[src/rtl/uart_ram_loader_pkg.sv]
// Shared definitions for the serial program loader: loader/receiver state
// encodings and the RAM write-port geometry shared with the CPU RAM/MAR.
package uart_ram_loader_pkg;

    localparam logic [7:0]  SYNC_BYTE = 8'hA5;
    localparam int unsigned RAM_AW    = 8;
    localparam int unsigned RAM_DW    = 16;

    typedef enum logic [2:0] {
        ST_IDLE,
        ST_LEN,
        ST_HI,
        ST_LO,
        ST_WR,
        ST_CSUM,
        ST_DONE,
        ST_ERR
    } ld_state_t;

    typedef enum logic [1:0] {
        RX_IDLE,
        RX_START,
        RX_DATA,
        RX_STOP
    } rx_state_t;

    function automatic logic is_busy(input ld_state_t s);
        return !(s inside {ST_IDLE, ST_DONE, ST_ERR});
    endfunction

endpackage

[src/rtl/uart_ram_loader_rx.sv]
// 8N1 UART byte receiver: 2-FF synchronizer, mid-bit sampling with a DIV
// cycle bit timer, false-start rejection and stop-bit framing check.
module uart_rx_byte
    import uart_ram_loader_pkg::*;
#(
    parameter int unsigned DIV = 16
) (
    input  logic       clk_i,
    input  logic       rst_i,
    input  logic       rx_i,
    output logic       byte_valid_o,
    output logic [7:0] byte_data_o,
    output logic       frame_err_o
);

    localparam int unsigned CW = $clog2(DIV);
    localparam logic [CW-1:0] HALF_M1 = CW'(DIV / 2 - 1);
    localparam logic [CW-1:0] FULL_M1 = CW'(DIV - 1);

    logic [1:0]    sync_q;
    logic          prev_q;
    rx_state_t     state_q, state_d;
    logic [CW-1:0] cnt_q, cnt_d;
    logic [2:0]    bit_q, bit_d;
    logic [7:0]    shift_q, shift_d;
    logic          valid_q, valid_d;
    logic          ferr_q, ferr_d;
    logic          rx_s;

    assign rx_s = sync_q[1];

    always_ff @(posedge clk_i) begin
        if (rst_i) begin
            sync_q  <= '1;
            prev_q  <= 1'b1;
            state_q <= RX_IDLE;
            cnt_q   <= '0;
            bit_q   <= '0;
            shift_q <= '0;
            valid_q <= 1'b0;
            ferr_q  <= 1'b0;
        end else begin
            sync_q  <= {sync_q[0], rx_i};
            prev_q  <= rx_s;
            state_q <= state_d;
            cnt_q   <= cnt_d;
            bit_q   <= bit_d;
            shift_q <= shift_d;
            valid_q <= valid_d;
            ferr_q  <= ferr_d;
        end
    end

    always_comb begin
        state_d = state_q;
        cnt_d   = cnt_q + CW'(1);
        bit_d   = bit_q;
        shift_d = shift_q;
        valid_d = 1'b0;
        ferr_d  = 1'b0;
        case (state_q)
            RX_IDLE: begin
                cnt_d = '0;
                if (prev_q && !rx_s) begin
                    state_d = RX_START;
                end
            end
            RX_START: begin
                // Line back high at mid start bit: treat as a glitch.
                if (cnt_q == HALF_M1) begin
                    cnt_d = '0;
                    bit_d = '0;
                    state_d = rx_s ? RX_IDLE : RX_DATA;
                end
            end
            RX_DATA: begin
                if (cnt_q == FULL_M1) begin
                    cnt_d   = '0;
                    shift_d = {rx_s, shift_q[7:1]};
                    bit_d   = bit_q + 3'd1;
                    if (bit_q == 3'd7) begin
                        state_d = RX_STOP;
                    end
                end
            end
            RX_STOP: begin
                if (cnt_q == FULL_M1) begin
                    cnt_d   = '0;
                    state_d = RX_IDLE;
                    valid_d = rx_s;
                    ferr_d  = !rx_s;
                end
            end
            default: state_d = RX_IDLE;
        endcase
    end

    assign byte_valid_o = valid_q;
    assign byte_data_o  = shift_q;
    assign frame_err_o  = ferr_q;

endmodule

[src/rtl/uart_ram_loader.sv]
// Serial program loader: unpacks an A5/N/words/CSUM frame from the UART and
// writes it into the CPU RAM from address 0 while holding the CPU stalled.
module uart_ram_loader
    import uart_ram_loader_pkg::*;
#(
    parameter int unsigned CLK_HZ      = 100_000_000,
    parameter int unsigned BAUD        = 115200,
    parameter int unsigned TIMEOUT_CYC = 1_000_000
) (
    input  logic              clk,
    input  logic              rst,
    input  logic              rx,
    output logic              ram_wea,
    output logic [RAM_AW-1:0] ram_addr,
    output logic [RAM_DW-1:0] ram_din,
    output logic              cpu_hold,
    output logic              busy,
    output logic              done,
    output logic              err
);

    localparam int unsigned DIV = CLK_HZ / BAUD;
    localparam int unsigned TW  = $clog2(TIMEOUT_CYC + 1);
    localparam logic [TW-1:0] TMO = TW'(TIMEOUT_CYC);

    logic       byte_valid;
    logic [7:0] byte_data;
    logic       frame_err;

    uart_rx_byte #(.DIV(DIV)) u_rx (
        .clk_i       (clk),
        .rst_i       (rst),
        .rx_i        (rx),
        .byte_valid_o(byte_valid),
        .byte_data_o (byte_data),
        .frame_err_o (frame_err)
    );

    ld_state_t         state_q, state_d;
    logic [RAM_AW-1:0] addr_q, addr_d;
    logic [RAM_DW-1:0] din_q, din_d;
    logic              wea_q, wea_d;
    logic [8:0]        cnt_q, cnt_d;
    logic [7:0]        hi_q, hi_d;
    logic [7:0]        csum_q, csum_d;
    logic [TW-1:0]     idle_q, idle_d;
    logic              done_q, done_d;
    logic              err_q, err_d;
    logic              hold_q, hold_d;
    logic              busy_now;
    logic              timeout;

    always_ff @(posedge clk) begin
        if (rst) begin
            state_q <= ST_IDLE;
            addr_q  <= '0;
            din_q   <= '0;
            wea_q   <= 1'b0;
            cnt_q   <= '0;
            hi_q    <= '0;
            csum_q  <= '0;
            idle_q  <= '0;
            done_q  <= 1'b0;
            err_q   <= 1'b0;
            hold_q  <= 1'b1;
        end else begin
            state_q <= state_d;
            addr_q  <= addr_d;
            din_q   <= din_d;
            wea_q   <= wea_d;
            cnt_q   <= cnt_d;
            hi_q    <= hi_d;
            csum_q  <= csum_d;
            idle_q  <= idle_d;
            done_q  <= done_d;
            err_q   <= err_d;
            hold_q  <= hold_d;
        end
    end

    assign busy_now = is_busy(state_q);
    assign timeout  = (idle_q >= TMO);

    always_comb begin
        state_d = state_q;
        addr_d  = addr_q;
        din_d   = din_q;
        wea_d   = 1'b0;
        cnt_d   = cnt_q;
        hi_d    = hi_q;
        csum_d  = csum_q;
        done_d  = done_q;
        err_d   = err_q;
        hold_d  = hold_q;

        if (!busy_now || byte_valid) begin
            idle_d = '0;
        end else if (!timeout) begin
            idle_d = idle_q + TW'(1);
        end else begin
            idle_d = idle_q;
        end

        // An arriving byte takes priority over a timeout expiring on the same cycle.
        if (busy_now && (frame_err || (timeout && !byte_valid))) begin
            state_d = ST_ERR;
            err_d   = 1'b1;
            done_d  = 1'b0;
            hold_d  = 1'b1;
        end else begin
            case (state_q)
                ST_IDLE, ST_DONE, ST_ERR: begin
                    if (byte_valid && byte_data == SYNC_BYTE) begin
                        state_d = ST_LEN;
                        hold_d  = 1'b1;
                        done_d  = 1'b0;
                        err_d   = 1'b0;
                        addr_d  = '0;
                        csum_d  = '0;
                    end
                end
                ST_LEN: begin
                    if (byte_valid) begin
                        cnt_d   = (byte_data == 8'h00) ? 9'd256 : {1'b0, byte_data};
                        state_d = ST_HI;
                    end
                end
                ST_HI: begin
                    if (byte_valid) begin
                        hi_d    = byte_data;
                        csum_d  = csum_q ^ byte_data;
                        state_d = ST_LO;
                    end
                end
                ST_LO: begin
                    if (byte_valid) begin
                        csum_d  = csum_q ^ byte_data;
                        din_d   = {hi_q, byte_data};
                        wea_d   = 1'b1;
                        state_d = ST_WR;
                    end
                end
                ST_WR: begin
                    addr_d  = addr_q + 8'd1;
                    cnt_d   = cnt_q - 9'd1;
                    state_d = (cnt_q == 9'd1) ? ST_CSUM : ST_HI;
                end
                ST_CSUM: begin
                    if (byte_valid) begin
                        if (byte_data == csum_q) begin
                            state_d = ST_DONE;
                            done_d  = 1'b1;
                            hold_d  = 1'b0;
                        end else begin
                            state_d = ST_ERR;
                            err_d   = 1'b1;
                        end
                    end
                end
                default: state_d = ST_IDLE;
            endcase
        end
    end

    assign ram_wea  = wea_q;
    assign ram_addr = addr_q;
    assign ram_din  = din_q;
    assign cpu_hold = hold_q;
    assign busy     = busy_now;
    assign done     = done_q;
    assign err      = err_q;

endmodule

[config.mk]
export PLATFORM = sky130hd
export DESIGN_NAME = uart_ram_loader
export DESIGN_NICKNAME = d
export VERILOG_FILES = /design/src/rtl/uart_ram_loader_pkg.sv /design/src/rtl/uart_ram_loader_rx.sv /design/src/rtl/uart_ram_loader.sv
export SDC_FILE = /design/constraint.sdc
export NUM_CORES = 1
export LEC_CHECK = 0
export ABC_AREA = 0
export CAP_MARGIN = 15
export CORE_ASPECT_RATIO = 1.5
export CORE_MARGIN = 5
export CORE_UTILIZATION = 25
export DETAILED_ROUTE_END_ITERATION = 16
export GPL_TIMING_DRIVEN = 0
export SLEW_MARGIN = 20
export SYNTH_ARGS = -nofsm -noshare
export SYNTH_HDL_FRONTEND = slang
export SYNTH_SLANG_ARGS = --single-unit
[constraint.sdc]
create_clock -name clk -period 1.9 [get_ports clk]
set_input_delay 0.38 -clock clk [delete_from_list [all_inputs] [get_ports clk]]
set_output_delay 0.38 -clock clk [all_outputs]
set_load 0.01 [all_outputs]
==> run summary <==
Buf/Inv on CP: 1
Dpl cell area: 5700 um^2
Final Instance Area: 6490 um^2
GRT Overall Usage: 0.115
Pwr dens: 649 nW/um^2
Final hold vios: 0
Fin nets: 700
Vias: 4,617
Outcome: finished with violations
H-tree levels: 3
Clock Latency Late Sink: 0.35 ns
Maximum VDD drop: 389 uV
Synth Register Bits: 104
Setup Slack @ Placement: -0.695 ns
Syn. warnings: 0
Root Driver: clkbuf_16
Slowest stage delay, CP: 0.54 ns
Diode count: 0
Crit-path slowest cell: or4_4
Mapped Nets: 643
Seq/Total Area, Yosys: 0.411
Placed cell count: 922
Reg2Reg Depth: 6
Grt ovf: 0
Die area: 23,200 um^2
Max_cap viols: 0
Most frequent cell after synthesis: dfxtp_1
# IOs: 32
Final setup margin: -0.0491 ns
Leading area contributor after synthesis: dfxtp_1
Setup Viol. Count Final: 4
Required time of the worst setup path: 2.17 ns
Max Root-Sink Buffers: 2
Most instantiated cells after synthesis: dfxtp_1, nand2_1, nor2_1
Syn Std Cell Area: 5060 um^2
Most Crowded Layer GR: met2
Failing checks: negative setup slack
RR Endpoint: state_q[0]
Global routing usage on met1: 0.125
Syn-to-layout area delta: 28.3%
Pre-antenna DRT Iters: 4
CP cell instances: o31ai_4, a311o_2, buf_6, a21oi_2, or4_4, a211oi_2
Slew HR: 0.539
Final Cycle Share: 1.03
Std cell rows: 63
Port Buffer Count: 31
Worst Hold Endpoint: u_rx.sync_q[1]
Crit path capture type: register
Unique cell type count in the Yosys netlist: 60
Post-route minimum period: 1.95 ns
Total CTS buffers: 9
Filler cells: 2,085
Final core occ: 0.327
Syn Area/Cell: 8.02 um^2
Die Y: 184 um
Residual DRC: 0
Hold WC Path Type: reg -> reg
Hold depth: 1
Starting Density: 0.255
Top_reg_cell synth: dfxtp_1
Clock Skew: 0.00763 ns
Min-delay src: u_rx.sync_q[0]
Global routing usage on met3: 0.0217
WL/cell: 14.3 um
P_leak: 0.00220 uW
Vias in the first global route: 4,507
Non-Filler Instances: 953
Placed wire-length estimate: 9.62 mm
Worst-margin pin slew: 0.686 ns
Crit start category: register
Asr flop ratio synth: 0
Drt first-iter violations: 217
Via density: 4.84
Largest net degree at the start of global routing: 20
Antenna violations before repair: 0
Kind of critical path: reg -> reg
R2R Setup Slk: -0.05 ns
Synth top area share: 0.411
WL final: 13.6 mm
CTS tree: done
Maximum clock frequency: 0.513 GHz
Mapped Cells: 631
Top cells by area, synth: dfxtp_1, nand2_1, a21oi_1
Worst reg2reg path startpoint: idle_q[6]
Final Max Slew Viols: 0
Core area: 19,900 um^2
Family with the most delay on the worst path: compound AO/OA/AOI/OAI gates
Worst-path fanout max: 5
WHS: 0.422 ns
Share of layout cells above drive strength 1: 0.202
Met2 Use GR: 0.224
Gpl congestion: 0.872
Unrepaired setup endpoints after global routing: yes
CP Data Arrival Time: 2.22 ns
Die extent in x: 126 um
Post-synth EDFFs: 0
Worst-path clk slew: 0.08 ns
Routed Antenna Nets: 0
Global-route wire length before repair: 22.3 mm
Clk sinks: 104
metal layers:
metal  share of wire  wire length, um
met1            0.41             5590
met3           0.024              326
met5               0                0
met4           0.015              203
met2            0.55             7510
worst reg2reg max path, stage by stage (launching register included):
cell and delay (ns):
dfxtp_2 0.35, o31ai_4 0.30, a311o_2 0.30, buf_6 0.15
a21oi_2 0.05, or4_4 0.54, a211oi_2 0.18
cell usage in the layout, fill, tap and decap left out, drive strengths merged, types with 13 or more instances in the layout:
cell type / instances
clkdlybuf4s50: 30
inv: 18
nand3: 19
mux2i: 14
nand4: 13
nand2: 90
clkbuf: 36
xor2: 15
o21ai: 28
a21oi: 61
dfxtp: 104
nor2: 68
nor3: 16
buf: 31
logic make-up after synthesis:
logic type	after synthesis	share of synthesized area
compound gates	138	0.164
xor+xnor	22	0.0381
simple gates	287	0.288
fa+ha+maj	9	0.0223
flops	104	0.411
buf+inv	57	0.0485
mux	14	0.0277
report_power, final:
part / leakage [uW] / switching [uW] / internal, uW
sequential: 0.000853 / 3.45 / 2170
combinational: 0.00120 / 45.4 / 19.6
clock: 0.000150 / 922 / 1050
what timing repair did:
| action | 4_1_cts | 5_1_grt |
|---|---|---|
| setup buffers | 9 | 12 |
| gates resized for setup | 54 | 69 |
| pin swaps | 12 | 12 |
| hold buffers | 0 | 0 |
| endpoints found under the setup margin | 86 | 70 |
| cloned | 0 | 2 |
sequential cells by signal, summed over array words and instances, names as in the netlist, named ones only:
signal and count:
idle_q 20, ram_din 16, u_rx.cnt_q 10, cnt_q 9, csum_q 8, hi_q 8, ram_addr 8, u_rx.byte_data_o 8
state_q 3, u_rx.bit_q 3, u_rx.sync_q 2, cpu_hold 1, done 1, err 1, ram_wea 1, u_rx.byte_valid_o 1
u_rx.frame_err_o 1, u_rx.prev_q 1, u_rx.state_q 1
how the worst max path moves through the flow:
| stage | from | endpoint | slack [ns] | cells past startpoint |
|---|---|---|---|---|
| floorplan | u_rx.cnt_q[2] | u_rx.bit_q[1] | 0.03 | 6 |
| global placement | rst | csum_q[4] | -0.75 | 5 |
| detailed placement | rst | csum_q[4] | -0.70 | 5 |
| CTS | idle_q[13] | state_q[0] | -0.08 | 6 |
| global route | idle_q[10] | state_q[0] | -0.15 | 6 |
| finish | idle_q[6] | state_q[0] | -0.05 | 6 |
through the flow:
step | power, uW | TNS (ns)
2_1_floorplan | 2270 | 0
3_3_place_gp | 2300 | -42.38
3_5_place_dp | 2300 | -39.21
4_1_cts | 4250 | -0.205
5_1_grt | 4350 | -0.851
6_report | 4210 | -0.0542
cell type report:
type                            instances  area [um^2]  area share
Clock buffer                            9          225      0.0347
Multi-Input combinational cell        470         2940       0.453
Timing Repair Buffer                   54          502      0.0773
Buffer                                 34          221      0.0341
Clock inverter                          7         88.8      0.0137
Sequential cell                       104         2130       0.328
Inverter                               15         56.3     0.00867
Tap cell                              260          325      0.0501
Power figures use the tool's default switching activity.
